<file path="config.mk">
export PLATFORM = sky130hd
export DESIGN_NAME = scpu_sequencer
export DESIGN_NICKNAME = d
export VERILOG_FILES = /design/src/rtl/scpu_pkg.sv /design/src/rtl/scpu_issue_tracker.sv /design/src/rtl/scpu_sequencer.sv
export SDC_FILE = /design/constraint.sdc
export NUM_CORES = 1
export LEC_CHECK = 0
export CAP_MARGIN = 20
export CORE_MARGIN = 2
export CORE_UTILIZATION = 50
export CTS_CLUSTER_SIZE = 30
export DETAILED_ROUTE_END_ITERATION = 6
export MAX_ROUTING_LAYER = met4
export PLACE_DENSITY = 0.89
export SETUP_SLACK_MARGIN = 0.5
export SYNTH_ARGS = -nofsm -noshare
export SYNTH_HDL_FRONTEND = slang
export SYNTH_SLANG_ARGS = --single-unit
</file>
<file path="constraint.sdc">
create_clock -name clk -period 5.71 [get_ports clk]
set_input_delay 1.142 -clock clk [delete_from_list [all_inputs] [get_ports clk]]
set_output_delay 1.142 -clock clk [all_outputs]
set_load 0.05 [all_outputs]
</file>
<file path="src/rtl/scpu_pkg.sv">
// Shared widths, opcode field position and sequencer state encoding for the SCPU
// program loader / run controller.
package scpu_pkg;
  localparam int ADDR_W   = 8;
  localparam int INS_W    = 16;
  localparam int DATA_W   = 8;
  localparam int PIPE_LAT = 4;
  localparam int DEPTH    = 2 ** ADDR_W;

  localparam int OPC_HI = 15;
  localparam int OPC_LO = 12;
  localparam logic [OPC_HI-OPC_LO:0] HALT_OP = 4'hF;

  typedef enum logic [1:0] {
    IDLE  = 2'd0,
    LOAD  = 2'd1,
    RUN   = 2'd2,
    DRAIN = 2'd3
  } state_e;
endpackage

</file>
<file path="src/rtl/scpu_issue_tracker.sv">
// Tracks which issued instruction index is in each SCPU pipeline stage so the
// result leaving WB can be tagged with its valid strobe and index.
module scpu_issue_tracker
  import scpu_pkg::*;
(
  input  logic              clk,
  input  logic              rst_n,
  input  logic              flush_i,
  input  logic              push_vld_i,
  input  logic [ADDR_W-1:0] push_tag_i,
  output logic              tail_vld_o,
  output logic [ADDR_W-1:0] tail_tag_o,
  output logic              inflight_o
);
  logic [PIPE_LAT-1:0] vld_q;
  logic [ADDR_W-1:0]   tag_q [PIPE_LAT];

  always_ff @(posedge clk or negedge rst_n) begin
    if (!rst_n) begin
      vld_q <= '0;
      for (int i = 0; i < PIPE_LAT; i++) tag_q[i] <= '0;
    end else begin
      vld_q    <= flush_i ? '0 : {vld_q[PIPE_LAT-2:0], push_vld_i};
      tag_q[0] <= push_tag_i;
      for (int i = 1; i < PIPE_LAT; i++) tag_q[i] <= tag_q[i-1];
    end
  end

  assign tail_vld_o = vld_q[PIPE_LAT-1];
  assign tail_tag_o = tag_q[PIPE_LAT-1];
  // Entries that will still be in flight after the next shift.
  assign inflight_o = |vld_q[PIPE_LAT-2:0];
endmodule

</file>
<file path="src/rtl/scpu_sequencer.sv">
// Loads a program into SCPU instruction memory over a valid/ready stream, then
// issues it one index per cycle, drains the pipeline and tags results leaving WB.
module scpu_sequencer
  import scpu_pkg::*;
(
  input  logic              clk,
  input  logic              rst_n,
  input  logic              ld_valid,
  output logic              ld_ready,
  input  logic [INS_W-1:0]  ld_data,
  input  logic              ld_last,
  input  logic              start,
  output logic [ADDR_W-1:0] ins_index,
  output logic              ins_we,
  output logic [INS_W-1:0]  instructs,
  input  logic [INS_W-1:0]  peek_ins,
  input  logic [DATA_W-1:0] res,
  output logic              res_valid,
  output logic [ADDR_W-1:0] res_tag,
  output logic [ADDR_W:0]   prog_len,
  output logic              busy,
  output logic              done
);
  localparam logic [ADDR_W:0] FULL_LEN = (ADDR_W+1)'(DEPTH);
  localparam logic [ADDR_W:0] ONE_LEN  = (ADDR_W+1)'(1);

  state_e           state_q, state_d;
  logic [ADDR_W:0]  pc_q, pc_d;
  logic [ADDR_W:0]  len_q, len_d;
  logic [INS_W-1:0] ins_q, ins_d;
  logic             ins_we_q, ins_we_d;
  logic             loaded_q, loaded_d;
  logic             done_q, done_d;
  logic             accept, halt, push_vld, flush, inflight;
  logic             unused_ok;

  assign ld_ready = (state_q == IDLE) || ((state_q == LOAD) && (len_q != FULL_LEN));
  assign accept   = ld_valid && ld_ready;
  // pc is one bit wider than the index so a full 2**ADDR_W program stops instead of wrapping.
  assign halt     = (peek_ins[OPC_HI:OPC_LO] == HALT_OP) || (pc_q == len_q);

  always_comb begin
    state_d  = state_q;
    pc_d     = pc_q;
    len_d    = len_q;
    ins_d    = ins_q;
    ins_we_d = 1'b0;
    loaded_d = loaded_q;
    done_d   = 1'b0;
    push_vld = 1'b0;
    flush    = 1'b0;
    case (state_q)
      IDLE: begin
        if (accept) begin
          ins_we_d = 1'b1;
          ins_d    = ld_data;
          pc_d     = '0;
          len_d    = ONE_LEN;
          loaded_d = ld_last;
          state_d  = ld_last ? IDLE : LOAD;
        end else if (start && loaded_q) begin
          pc_d    = '0;
          flush   = 1'b1;
          state_d = RUN;
        end
      end
      LOAD: begin
        if (accept) begin
          ins_we_d = 1'b1;
          ins_d    = ld_data;
          pc_d     = len_q;
          len_d    = len_q + 1'b1;
          if (ld_last) begin
            loaded_d = 1'b1;
            state_d  = IDLE;
          end
        end else if (len_q == FULL_LEN) begin
          loaded_d = 1'b1;
          state_d  = IDLE;
        end
      end
      RUN: begin
        if (halt) begin
          state_d = DRAIN;
        end else begin
          push_vld = 1'b1;
          pc_d     = pc_q + 1'b1;
        end
      end
      DRAIN: begin
        if (!inflight) begin
          state_d = IDLE;
          done_d  = 1'b1;
        end
      end
      default: state_d = IDLE;
    endcase
  end

  always_ff @(posedge clk or negedge rst_n) begin
    if (!rst_n) begin
      state_q  <= IDLE;
      pc_q     <= '0;
      len_q    <= '0;
      ins_q    <= '0;
      ins_we_q <= 1'b0;
      loaded_q <= 1'b0;
      done_q   <= 1'b0;
    end else begin
      state_q  <= state_d;
      pc_q     <= pc_d;
      len_q    <= len_d;
      ins_q    <= ins_d;
      ins_we_q <= ins_we_d;
      loaded_q <= loaded_d;
      done_q   <= done_d;
    end
  end

  scpu_issue_tracker u_tracker (
    .clk        (clk),
    .rst_n      (rst_n),
    .flush_i    (flush),
    .push_vld_i (push_vld),
    .push_tag_i (pc_q[ADDR_W-1:0]),
    .tail_vld_o (res_valid),
    .tail_tag_o (res_tag),
    .inflight_o (inflight)
  );

  assign ins_index = pc_q[ADDR_W-1:0];
  assign ins_we    = ins_we_q;
  assign instructs = ins_q;
  assign prog_len  = len_q;
  assign busy      = (state_q != IDLE);
  assign done      = done_q;

  // The result data itself travels alongside in the wrapper; only its timing matters here.
  assign unused_ok = ^{res, peek_ins[OPC_LO-1:0]};
endmodule

</file>
==> flow_summary.ini <==
[run_status]
status = complete, no violations

[synthesis]
synth_top_area_share = 0.571
synth_cell_types = 43
syn_nets = 325
avgSynthCellArea_sq_um = 12.1
yosys.area.top_type = dfrtp_1
synthCells = 272
yosys_register_bits = 75
netlist_top_cells_area = dfrtp_1, mux2_2, buf_4
synth_common_cells = dfrtp_1, nand2_1, buf_4
yosysWarnings = 0
synth.cell_area_sq_mm = 0.00328
yosysSeqAreaShare = 0.571
synth.most_common_cell = dfrtp_1
synth_flop_cell = dfrtp_1
synth_edf_count = 0
synth_async_sr_flop_share = 1.00

[power_and_ir_drop]
internal_power_mw = 1.23
p_per_area_mw_per_mm2 = 517
ir_drop_mv = 0.406
p_sw_frac = 0.420
power.static_leakage_nw = 1.86
power_switching_mw = 0.895
p_comb_frac = 0.467
p_seq_frac = 0.339
power.share.clock = 0.194

[floorplanning]
die_y_um = 85.1
start_util = 0.517
num_io_pins = 91
coreArea_sq_mm = 0.00635
die_w_um = 85.1
row_count = 29
dieArea_sq_mm = 0.00723

[job]
cap_violations = 0

[drt]
via_per_inst = 5.34
dr_total_vias = 2194
firstDrtPassIters = 4
totalWireLength_mm = 5.99
ant_nets = 0
post-route-drc-count = 0
wire_per_inst_um = 14.6
drt-initial-drc-count = 84

[clocking]
cts_made_buffers = 9
cts_resized = 0
clock_path_buffers = 2
clock-root-buffer = clkbuf_8
post_cts.repair.setup_buffers = 0
htreeDepth = 3
clk_pin_slew_ns = 0.08
holdBufCountCts = 0
cts_tree = done
cts_num_sinks = 75
clock_latency_ns = 0.34

[worst_setup_path]
critPathMaxFanout = 24
critPathArrivalTime_ns = 2.81
reg2reg_depth = 5
cp.required_ns = 4.57
end_kind = output pin
r2r_end = state_q[0]
timing.rr.start = prog_len[2]
r2r_slack_ns = 3.12
critPathKind = register to output pin
cp-start-kind = register
startpoint = state_q[1]

[cells_and_area]
fill_cells = 503
final_core_util = 0.649
antenna_cells = 0
synthToLayoutAreaGrowth_pct = 25.4
nets = 382
drive_above_1_share = 0.123

[sta]
slew_violations = 0
setup_viol = 0
min_period_ns = 3.95
finalHoldViolations = 0
rsz0062_at_grt = false
finClkSkew_ns = 0.00899
timing.hold.ws_ns = 0.351
max_freq_ghz = 0.253
relSlewSlack = 0.402
tightest_slew_ns = 0.897
fin_crit_sh = 0.692
setup-tns-final_ns = 0

[hold_path]
min_from = u_tracker.tag_q[15]
min_to = u_tracker.tail_tag_o[7]
whs_path_depth = 0
hold_class = register to register

[placed_design]
io_buffer_count = 70
dp_hpwl_mm = 4.09
finalWeightedCongestion = 0.872

[global_route]
grt_pass1_wl_mm = 10.3
grt_start_max_net_pins = 76
antenna_found_initial = 0
grt_pass1_vias = 2244
grt_remaining_overflow = 0
grt.total_usage = 0.187
worst max path at each step:
stage               slack, ns  cells after the start  endpoint
CTS                      1.77                      5  ld_ready
detailed placement       2.16                      5  ld_ready
global route             1.65                      5  ld_ready
floorplan                2.63                      4  ld_ready
finish                   1.76                      5  ld_ready
global placement         2.16                      5  ld_ready
flip-flops by register name (all words and copies together) (netlist names):
name,cells
done,1
loaded_q,1
instructs,16
u_tracker.vld_q,4
state_q,2
pc_q,9
prog_len,9
u_tracker.tag_q,24
u_tracker.tail_tag_o,8
ins_we,1
layout make-up:
type / count / area, sq um / share of cell area
clock buffer: 11 / 141 / 0.0343
clock inverter: 5 / 60.1 / 0.0146
inverter: 12 / 45.0 / 0.0109
multi-input combinational: 161 / 1200 / 0.292
sequential: 75 / 1880 / 0.456
tap: 77 / 96.3 / 0.0234
timing repair buffer: 70 / 698 / 0.170
power groups by stage:
stage / Combinational (mW) / Sequential (mW) / Clock (mW)
5_1_grt: 1.06 / 0.738 / 0.451
2_1_floorplan: 0.470 / 0.974 / 0
6_report: 0.995 / 0.721 / 0.413
4_1_cts: 1.00 / 0.721 / 0.425
3_5_place_dp: 1.00 / 0.732 / 0
3_3_place_gp: 0.982 / 0.722 / 0
metal layers:
layer	vias to the layer above	GRT usage	routed length, um	part of all wire
met3	10	0.0311	241	0.040
met2	57	0.278	2880	0.48
met1	1086	0.248	2780	0.46
li1	1041	-	-	-
met5	-	-	0	0
met4	0	0.0981	82	0.014
logic make-up (layout without fill, tap and decap cells):
family	after synthesis	after routing	synth area share
AND/OR/NAND/NOR	72	72	0.118
buffers and inverters	36	98	0.0629
XOR/XNOR	13	13	0.0347
flip-flops	75	75	0.571
adder cells (fa/ha/maj)	8	8	0.0305
AO/OA/AOI/OAI	41	41	0.0857
multiplexers	27	27	0.0964
layout by cell type (no fill, tap or decap), types with 2 or more instances in the layout:
master,count
a21oi_1,5
a22oi_1,3
and2_1,8
and3_1,2
clkbuf_8,10
clkdlybuf4s50_1,69
dfrtp_1,75
ha_1,8
inv_1,12
inv_6,2
mux2_1,4
mux2_2,13
mux2_4,5
mux2i_1,5
nand2_1,18
nand2b_1,2
nand3_1,11
nand4_1,2
nor2_1,6
nor2b_1,5
nor3_1,4
nor4_1,4
o211ai_1,3
o21ai_0,13
o21ai_1,2
o21ai_4,2
o31ai_1,6
or2_2,3
or3_1,2
xnor2_1,5
xor2_1,8
per-stage QoR:
step / setup WS (ns) / area [sq um] / cells / power (mW)
2_1_floorplan: 2.63 / 3280 / 272 / 1.44
3_3_place_gp: 2.16 / 3920 / 395 / 1.70
3_5_place_dp: 2.16 / 3920 / 395 / 1.73
4_1_cts: 1.77 / 4120 / 411 / 2.15
5_1_grt: 1.65 / 4120 / 411 / 2.25
6_report: 1.76 / 4120 / 411 / 2.13
worst max-delay path, cell delays in order (launching register included):
cell	delay [ns]
dfrtp_1	0.41
inv_1	0.13
ha_1	0.68
o21a_1	0.29
or2_2	0.15
clkdlybuf4s50_1	0.80
Power figures use the tool's default switching activity.
